==> src/rtl/bram_pkg.sv <==
// Shared parameters and FSM encoding for the 512x512 multi-lane BRAM
// (write-side packer, read-side address generator, BRAM wrapper).
package bram_pkg;

  localparam int unsigned DW    = 32;
  localparam int unsigned LANES = 16;
  localparam int unsigned AW    = 9;
  localparam int unsigned DEPTH = 2 ** AW;
  localparam int unsigned RW    = DW * LANES;
  localparam int unsigned LW    = $clog2(LANES);

  typedef enum logic {
    FILL = 1'b0,
    DONE = 1'b1
  } state_t;

endpackage

==> src/rtl/bram_row_packer.sv <==
// Packs a 32-bit word stream into 512-bit BRAM rows, one write per row, and
// holds each completed frame until the read side acknowledges it.
module bram_row_packer
  import bram_pkg::*;
(
  input  logic              clka,
  input  logic              rsta_n,
  input  logic              s_valid,
  output logic              s_ready,
  input  logic [DW-1:0]     s_data,
  input  logic              s_last,
  output logic              wea,
  output logic [AW-1:0]     addra,
  output logic [RW-1:0]     dina,
  output logic              frame_done,
  output logic [AW:0]       frame_rows,
  output logic              overflow,
  input  logic              frame_ack
);

  state_t          state;
  logic [AW:0]     row_cnt;
  logic [LW-1:0]   lane_idx;
  logic [RW-1:0]   lane_buf;

  logic            accept_c;
  logic            row_end_c;
  logic            last_row_c;
  logic [RW-1:0]   row_data_c;

  assign s_ready  = (state == FILL) & rsta_n;
  assign accept_c = s_valid & s_ready;

  // Held lanes plus the incoming word; lanes above lane_idx are already zero,
  // so a short final row is zero-padded without extra masking.
  always_comb begin
    row_data_c = lane_buf;
    row_data_c[32'(lane_idx) * DW +: DW] = s_data;
  end

  assign row_end_c  = (lane_idx == LW'(LANES - 1)) | s_last;
  assign last_row_c = (row_cnt == (AW + 1)'(DEPTH - 1));

  always_ff @(posedge clka or negedge rsta_n) begin
    if (!rsta_n) begin
      state      <= FILL;
      row_cnt    <= '0;
      lane_idx   <= '0;
      lane_buf   <= '0;
      wea        <= 1'b0;
      addra      <= '0;
      dina       <= '0;
      frame_done <= 1'b0;
      frame_rows <= '0;
      overflow   <= 1'b0;
    end else begin
      wea <= 1'b0;
      case (state)
        FILL: begin
          if (accept_c) begin
            if (row_end_c) begin
              wea      <= 1'b1;
              addra    <= row_cnt[AW-1:0];
              dina     <= row_data_c;
              lane_buf <= '0;
              lane_idx <= '0;
              row_cnt  <= (AW + 1)'(row_cnt + 1'b1);
              if (s_last) begin
                state      <= DONE;
                frame_done <= 1'b1;
                frame_rows <= (AW + 1)'(row_cnt + 1'b1);
                overflow   <= 1'b0;
              end else if (last_row_c) begin
                // Frame cut at full depth: stop before the address could wrap.
                state      <= DONE;
                frame_done <= 1'b1;
                frame_rows <= (AW + 1)'(DEPTH);
                overflow   <= 1'b1;
              end
            end else begin
              lane_buf <= row_data_c;
              lane_idx <= LW'(lane_idx + 1'b1);
            end
          end
        end
        DONE: begin
          if (frame_ack) begin
            state      <= FILL;
            row_cnt    <= '0;
            lane_idx   <= '0;
            addra      <= '0;
            frame_done <= 1'b0;
            overflow   <= 1'b0;
          end
        end
        default: state <= FILL;
      endcase
    end
  end

endmodule

==> config.mk <==
export PLATFORM = sky130hd
export DESIGN_NAME = bram_row_packer
export DESIGN_NICKNAME = d
export VERILOG_FILES = /design/src/rtl/bram_pkg.sv /design/src/rtl/bram_row_packer.sv
export SDC_FILE = /design/constraint.sdc
export NUM_CORES = 2
export LEC_CHECK = 0
export CAP_MARGIN = 20
export CORE_UTILIZATION = 52
export DETAILED_ROUTE_END_ITERATION = 6
export PLACE_DENSITY = 0.8
export SLEW_MARGIN = 20
export SYNTH_ARGS = -nofsm -noshare
export SYNTH_HDL_FRONTEND = slang
export SYNTH_SLANG_ARGS = --single-unit
==> constraint.sdc <==
create_clock -name clka -period 6 [get_ports clka]
set_input_delay 0.9 -clock clka [delete_from_list [all_inputs] [get_ports clka]]
set_output_delay 0.9 -clock clka [all_outputs]
set_load 0.05 [all_outputs]
# Word-level counts from Yosys, hierarchy flattened
# Cells that the tools add are included.
# Widths: inputs -> output; s select.
[op_classes]
mul = 0
n_div = 0
n_reduce_logical = 7
addsub = 3
muxes = 35
order_cmp = 0
n_shift = 2
n_eq_ne = 6
n_bitwise = 4
[ops]
columns = ["op", "count"]
rows = [
  ["$bwmux 512", 1],
  ["$mux 512", 1],
  ["$shift 32x34->512 const A", 1],
  ["$shiftx 32x34->512", 1],
  ["$mux 10", 5],
  ["$neg 9->34", 1],
  ["$mux 9", 3],
  ["$pmux 10 s2", 1],
  ["$pmux 9 s2", 1],
  ["$mux 1", 16],
  ["$mux 4", 3],
  ["$add 10x1->10 const B", 1],
  ["$eq 10x9->1 const B", 1],
  ["$pmux 4 s2", 1],
  ["$reduce_and 4->1", 2],
  ["$ne 2x2->1 const B", 3],
  ["$pmux 1 s2", 3],
  ["$reduce_and 3->1", 2],
  ["$add 4x1->4 const B", 1],
  ["$eq 4x4->1 const B", 1],
  ["$reduce_and 2->1", 2],
  ["$ne 3x3->1 const B", 1],
  ["$and 1x1->1", 2],
  ["$reduce_bool 2->1", 1],
  ["2 further kinds", 2],
]
[word_totals]
input_bits = 37
wordCells = 67
romBits = 0
regBits = 1061
latchBits = 0
out_inout_bits = 535
n_memories = 0
ram_bits = 0

# Logic depth before layout (Yosys ltp)
[depth]
ltp_word = 6
depth_mapped = 14
depth_no_buf = 6

# Least setup slack after synthesis
# OpenSTA, ideal clock, no wires.
[synth_path]
kind = "reg2reg"
from = "register lane_idx[0]"
to = "register dina[481]"
setup_time_ns = 0.126
required_time_ns = 5.874
arrival_ns = 2.835
stages_incl_launch_ff = 14
n_path_buf = 7
period_less_slack_ns = 2.960
path_slack_ns = 3.040
cell_sequence = "dfrtp_1 -> buf_2 -> buf_2 -> buf_2 -> buf_2 -> inv_1 -> ha_1 -> buf_2 -> buf_2 -> nor4b_4 -> o21ai_1 -> clkbuf_1 -> a221oi_1 -> nor2_1"
[synth_between]
elab_chain_cells = 3
elab_cells_between_ends = 7
classes_between = "add/sub: 1; eq/ne: 1; shift: 2; mux: 1; bitwise: 1; reduce/logical: 1"
[synth_lines]
columns = ["element", "line_no", "source"]
rows = [
  ["start, declared", "bram_row_packer.sv:23", "logic [LW-1:0] lane_idx;"],
  ["start signal, assigned", "bram_row_packer.sv:82", "lane_idx <= LW'(lane_idx + 1'b1);"],
  ["$neg 9->34 / $eq 4x4->1 (equally long branches)", "bram_row_packer.sv:38, bram_row_packer.sv:41", ""],
  ["$shiftx 32x34->512, or another cell as far along", "bram_row_packer.sv:38", "row_data_c[32'(lane_idx) * DW +: DW] = s_data;"],
  ["$bwmux 512 / $reduce_and 3->1 (equally long branches)", "n/a", ""],
  ["end signal, assigned", "bram_row_packer.sv:64", "dina <= row_data_c;"],
  ["end, declared", "bram_row_packer.sv:14", "output logic [RW-1:0] dina,"],
]
# Parallel ways exist; a longest one is shown, timed or not.
# A chain may end at the register's enable or synchronous reset.

# Worst setup path in the final report
[layout_path]
from = "register lane_idx[2]"
to = "register lane_buf[23]"
[layout_between]
elab_chain_cells = 4
elab_cells_between_ends = 7
classes_between = "add/sub: 1; eq/ne: 1; shift: 2; mux: 2; bitwise: 1"
[layout_lines]
columns = ["element", "line_no", "source"]
rows = [
  ["$neg 9->34", "bram_row_packer.sv:38", ""],
  ["$shiftx 32x34->512 / $shift 32x34->512 (equally long branches)", "bram_row_packer.sv:38", ""],
  ["$bwmux 512", "bram_row_packer.sv:38", ""],
  ["$mux 512 *", "bram_row_packer.sv:61", "if (row_end_c) begin"],
  ["end signal, assigned", "bram_row_packer.sv:81", "lane_buf <= row_data_c;"],
  ["end, declared", "bram_row_packer.sv:24", "logic [RW-1:0] lane_buf;"],
]
# Mark *: on every way between the ends. The rest lies on a longest branch, timed or not.

==> flow_summary.rst <==
.. list-table::
   :header-rows: 1

   * - Metric
     - Value
   * - Category of the worst setup path launch point
     - flip-flop
   * - DRC Markers
     - 0
   * - Final setup violation count
     - 0
   * - Number of sinks driven by the clock tree
     - 1061
   * - Number of synthesized register bits
     - 1061
   * - HPWL Detailed
     - 90.97 mm
   * - Top-Level Pins
     - 572
   * - Summed negative setup slack over all endpoints
     - 0 ns
   * - Largest cells by area after synthesis
     - sky130_fd_sc_hd__dfrtp_1 (59%), sky130_fd_sc_hd__o2bb2ai_1 (6.5%), sky130_fd_sc_hd__a221o_1 (4.3%), sky130_fd_sc_hd__nor2_1 (3.9%), sky130_fd_sc_hd__nand2_1 (3.2%)
   * - Series of cell instances along the critical path
     - nor3_1, ha_1, nor2_2, nand4_4, buf_4, nor2_4, a22o_1
   * - Final period utilization
     - 66.18%
   * - Cells resized by post-CTS repair
     - 0
   * - Maximum clock skew at final layout
     - 0.01785 ns
   * - Number of core rows
     - 107
   * - Post-synthesis instance total
     - 4064
   * - Clock tree root driver cell
     - sky130_fd_sc_hd__clkbuf_16
   * - Number of antenna violations at the first check in global routing
     - 6
   * - Overall track demand over capacity in global routing
     - 34.94%
   * - Initial detailed-routing violation count
     - 4187
   * - Area grow syn2layout
     - 22.75%
   * - Total nets after synthesis
     - 4105
   * - Final critical path time including I/O delays and setup
     - 3.971 ns
   * - Required time of the worst setup path
     - 6.59 ns
   * - Antenna Nets Post-Route
     - 0
   * - Slew Limit Headroom
     - 19.71%
   * - Most frequently used cell type in the post-synthesis netlist
     - sky130_fd_sc_hd__dfrtp_1
   * - Post-synthesis sequential area ratio
     - 59.40%
   * - Overall routed net length
     - 153.4 mm
   * - Share of synthesized registers carrying an async set or reset
     - 100.0%
   * - Max-slew violation total from the final report
     - 0
   * - Final non-filler cell total
     - 5671
   * - Distinct cell type count after synthesis
     - 68
   * - CP arrival
     - 4.56 ns
   * - H-tree Lvls
     - 3
   * - Number of fill cells in the layout
     - 6513
   * - Startpoint-to-endpoint class of the critical path
     - flip-flop to flip-flop
   * - Height of the die
     - 295.2 µm
   * - Global placement routability congestion
     - 0.8513
   * - Post-synthesis instance area
     - 44690 µm²
   * - Largest area contributor in the netlist
     - sky130_fd_sc_hd__dfrtp_1
   * - Clock transition time at the flip-flop clock pins of the worst setup and hold paths
     - 0.06 ns
   * - CP peak stage delay
     - 0.86 ns
   * - Number of buffers inserted by port buffering
     - 571
   * - Top cells by instance count after synthesis
     - sky130_fd_sc_hd__dfrtp_1 (1061), sky130_fd_sc_hd__nor2_1 (468), sky130_fd_sc_hd__nand2_1 (379)
   * - Placed Cells
     - 5468
   * - Maximum net fanout on the critical path
     - 32
   * - Setup repair after global routing missed its margin
     - no
   * - Maximum number of pins on one net before global-route repair
     - 246
   * - Number of buffers created by CTS
     - 106
   * - Total Nets Final
     - 4476
   * - Average footprint of a synthesized cell
     - 11.00 µm²
   * - Highest-delay cell along the critical path
     - sky130_fd_sc_hd__nor2_4
   * - Transition time of the tightest slew-check pin
     - 1.204 ns
   * - Post-CTS setup buffer count
     - 0
   * - Total count of hold-check failures in the final report
     - 0
   * - Post-synth EDFFs
     - 0
   * - Result of the run
     - complete, no violations
   * - PwrDens
     - 363.0 nW/µm²
   * - Crit path capture type
     - flip-flop
   * - Hold Buf Count CTS
     - 0
   * - Reported leakage power
     - 0.02385 µW
   * - Clk Latency, worst-skew pair
     - 0.67 ns
   * - Maximum capacitance violations
     - 0
   * - Main synth FF type
     - sky130_fd_sc_hd__dfrtp_1
   * - Remaining global-route overflow
     - 0
   * - Core Area
     - 85150 µm²
   * - Average vias per placed instance
     - 6.506
   * - Maximum vdd drop
     - 0.2967 mV
   * - Die area
     - 87130 µm²
   * - Via count of the first global-routing pass
     - 36110
   * - DR pass1 iterations
     - 6
   * - Share of layout cells above drive strength 1
     - 7.502%
   * - CTS tree
     - built
   * - WL per Instance
     - 27.05 µm
   * - First-pass GRT wire length
     - 229.5 mm
   * - Highest Clock Rate
     - 251.8 MHz
   * - Yosys Warn Count
     - 0
   * - Area share of the largest cell type after synthesis
     - 59.40%
   * - Effective utilization at floorplan
     - 52.49%
   * - Die X-Extent
     - 295.2 µm
   * - Maximum buffer depth of the clock tree
     - 3
   * - Classification of the worst-slack hold path
     - primary input to async pin
   * - Total vias in the final route
     - 36900
cell families (layout without fill, tap and decap cells):
| logic type | Yosys count | in the layout | synth area share [%] |
|---|---|---|---|
| and+or+nand+nor | 1325 | 1325 | 13.62 |
| AOI/OAI and AO/OA | 1152 | 1152 | 20.41 |
| DFF | 1061 | 1061 | 59.40 |
| buffers and inverters | 415 | 870 | 4.056 |
| muxes | 97 | 97 | 2.172 |
| xor gates and xnor gates | 10 | 10 | 0.2296 |
| adders and majority gates | 4 | 4 | 0.1120 |
| other | 0 | 8 | 0 |
state kept, by name, summed over array words and instances (netlist names):
| name | cells |
|---|---|
| dina | 512 |
| lane_buf | 512 |
| overflow | 1 |
| state | 1 |
| row_cnt | 10 |
| frame_rows | 10 |
| addra | 9 |
| lane_idx | 4 |
| frame_done | 1 |
| wea | 1 |
worst max-delay path: cells and delay by family, from the launching register on:
| kind | cells | cell delay [ns] |
|---|---|---|
| fa+ha+maj | 1 | 0.65 |
| buf+inv | 1 | 0.43 |
| flops | 1 | 0.84 |
| simple gates | 4 | 1.69 |
| compound gates | 1 | 0.25 |
layer usage:
layer / global-route usage, % / part of all wire [%]
met5: 0 / 0.035
met4: 17.02 / 5.1
met3: 10.70 / 12
met2: 52.31 / 45
met1: 46.38 / 38
cell usage in the layout (no fill, tap or decap), types with 6 or more instances in the layout:
cell / synthesis / routed
sky130_fd_sc_hd__dfrtp_1: 1061 / 1060
sky130_fd_sc_hd__clkdlybuf4s50_1: 0 / 565
sky130_fd_sc_hd__nor2_1: 468 / 465
sky130_fd_sc_hd__nand2_1: 379 / 377
sky130_fd_sc_hd__o2bb2ai_1: 331 / 331
sky130_fd_sc_hd__and2_1: 205 / 205
sky130_fd_sc_hd__a221o_1: 192 / 192
sky130_fd_sc_hd__a221oi_1: 162 / 162
sky130_fd_sc_hd__nand3_1: 159 / 158
sky130_fd_sc_hd__o21ai_0: 154 / 152
sky130_fd_sc_hd__a21oi_1: 119 / 114
sky130_fd_sc_hd__clkbuf_16: 0 / 107
sky130_fd_sc_hd__mux2i_1: 97 / 97
sky130_fd_sc_hd__buf_4: 6 / 87
sky130_fd_sc_hd__a22o_1: 73 / 73
sky130_fd_sc_hd__nor3_1: 37 / 35
sky130_fd_sc_hd__nand3b_1: 35 / 35
sky130_fd_sc_hd__o211ai_1: 33 / 33
sky130_fd_sc_hd__a22oi_1: 33 / 33
sky130_fd_sc_hd__clkbuf_8: 0 / 24
sky130_fd_sc_hd__clkinv_2: 0 / 23
sky130_fd_sc_hd__o21ai_1: 28 / 22
sky130_fd_sc_hd__clkbuf_1: 226 / 19
sky130_fd_sc_hd__a31oi_4: 0 / 9
sky130_fd_sc_hd__buf_12: 0 / 9
sky130_fd_sc_hd__diode_2: 0 / 8
sky130_fd_sc_hd__inv_1: 6 / 6
sky130_fd_sc_hd__clkinvlp_4: 0 / 6
path summary, 6_finish.rpt:
check | startpoint | to | slack [ns] | cells past startpoint
max | lane_idx[2] | lane_buf[23] | 2.03 | 7
min | rsta_n | dina[497] | 0.19 | 1
max reg2reg | lane_idx[2] | lane_buf[23] | 2.03 | 7
min reg2reg | dina[122] | dina[122] | 0.48 | 2
max in group asynchronous | rsta_n | dina[470] | 2.79 | 4
min in group clka | dina[122] | dina[122] | 0.48 | 2
metrics by stage:
| stage | area, µm² | power [µW] | util [%] | setup slack, ns | hold slack, ns |
|---|---|---|---|---|---|
| after floorplan | 44690 | 11250 | - | 3.040 | 0.4558 |
| after global placement | 51240 | 13220 | 60.18 | 1.715 | 0.4624 |
| after detailed placement | 51260 | 13290 | 60.20 | 1.717 | 0.4701 |
| after CTS | 54760 | 19910 | 64.31 | 2.051 | 0.1874 |
| after global routing | 54840 | 20520 | 64.41 | 1.811 | 0.2246 |
| final | 54860 | 19920 | 64.43 | 2.029 | 0.1950 |
report_power, final:
group          total (µW)  internal (µW)  switching, µW
sequential           8090           7670            421
clock                6690           3800           2890
combinational        5140           1410           3730
cell type report:
type / count / area, µm² / share of cell area (%)
clock inverter: 42 / 420.4 / 0.7663
antenna: 8 / 20.02 / 0.03649
sequential: 1061 / 26550 / 48.40
inverter: 7 / 33.78 / 0.06157
clock buffer: 150 / 3079 / 5.612
timing repair buffer: 671 / 6623 / 12.07
multi-input combinational: 2588 / 16700 / 30.44
tap: 1144 / 1431 / 2.609
Note: power is estimated with default switching activity, not from simulation.
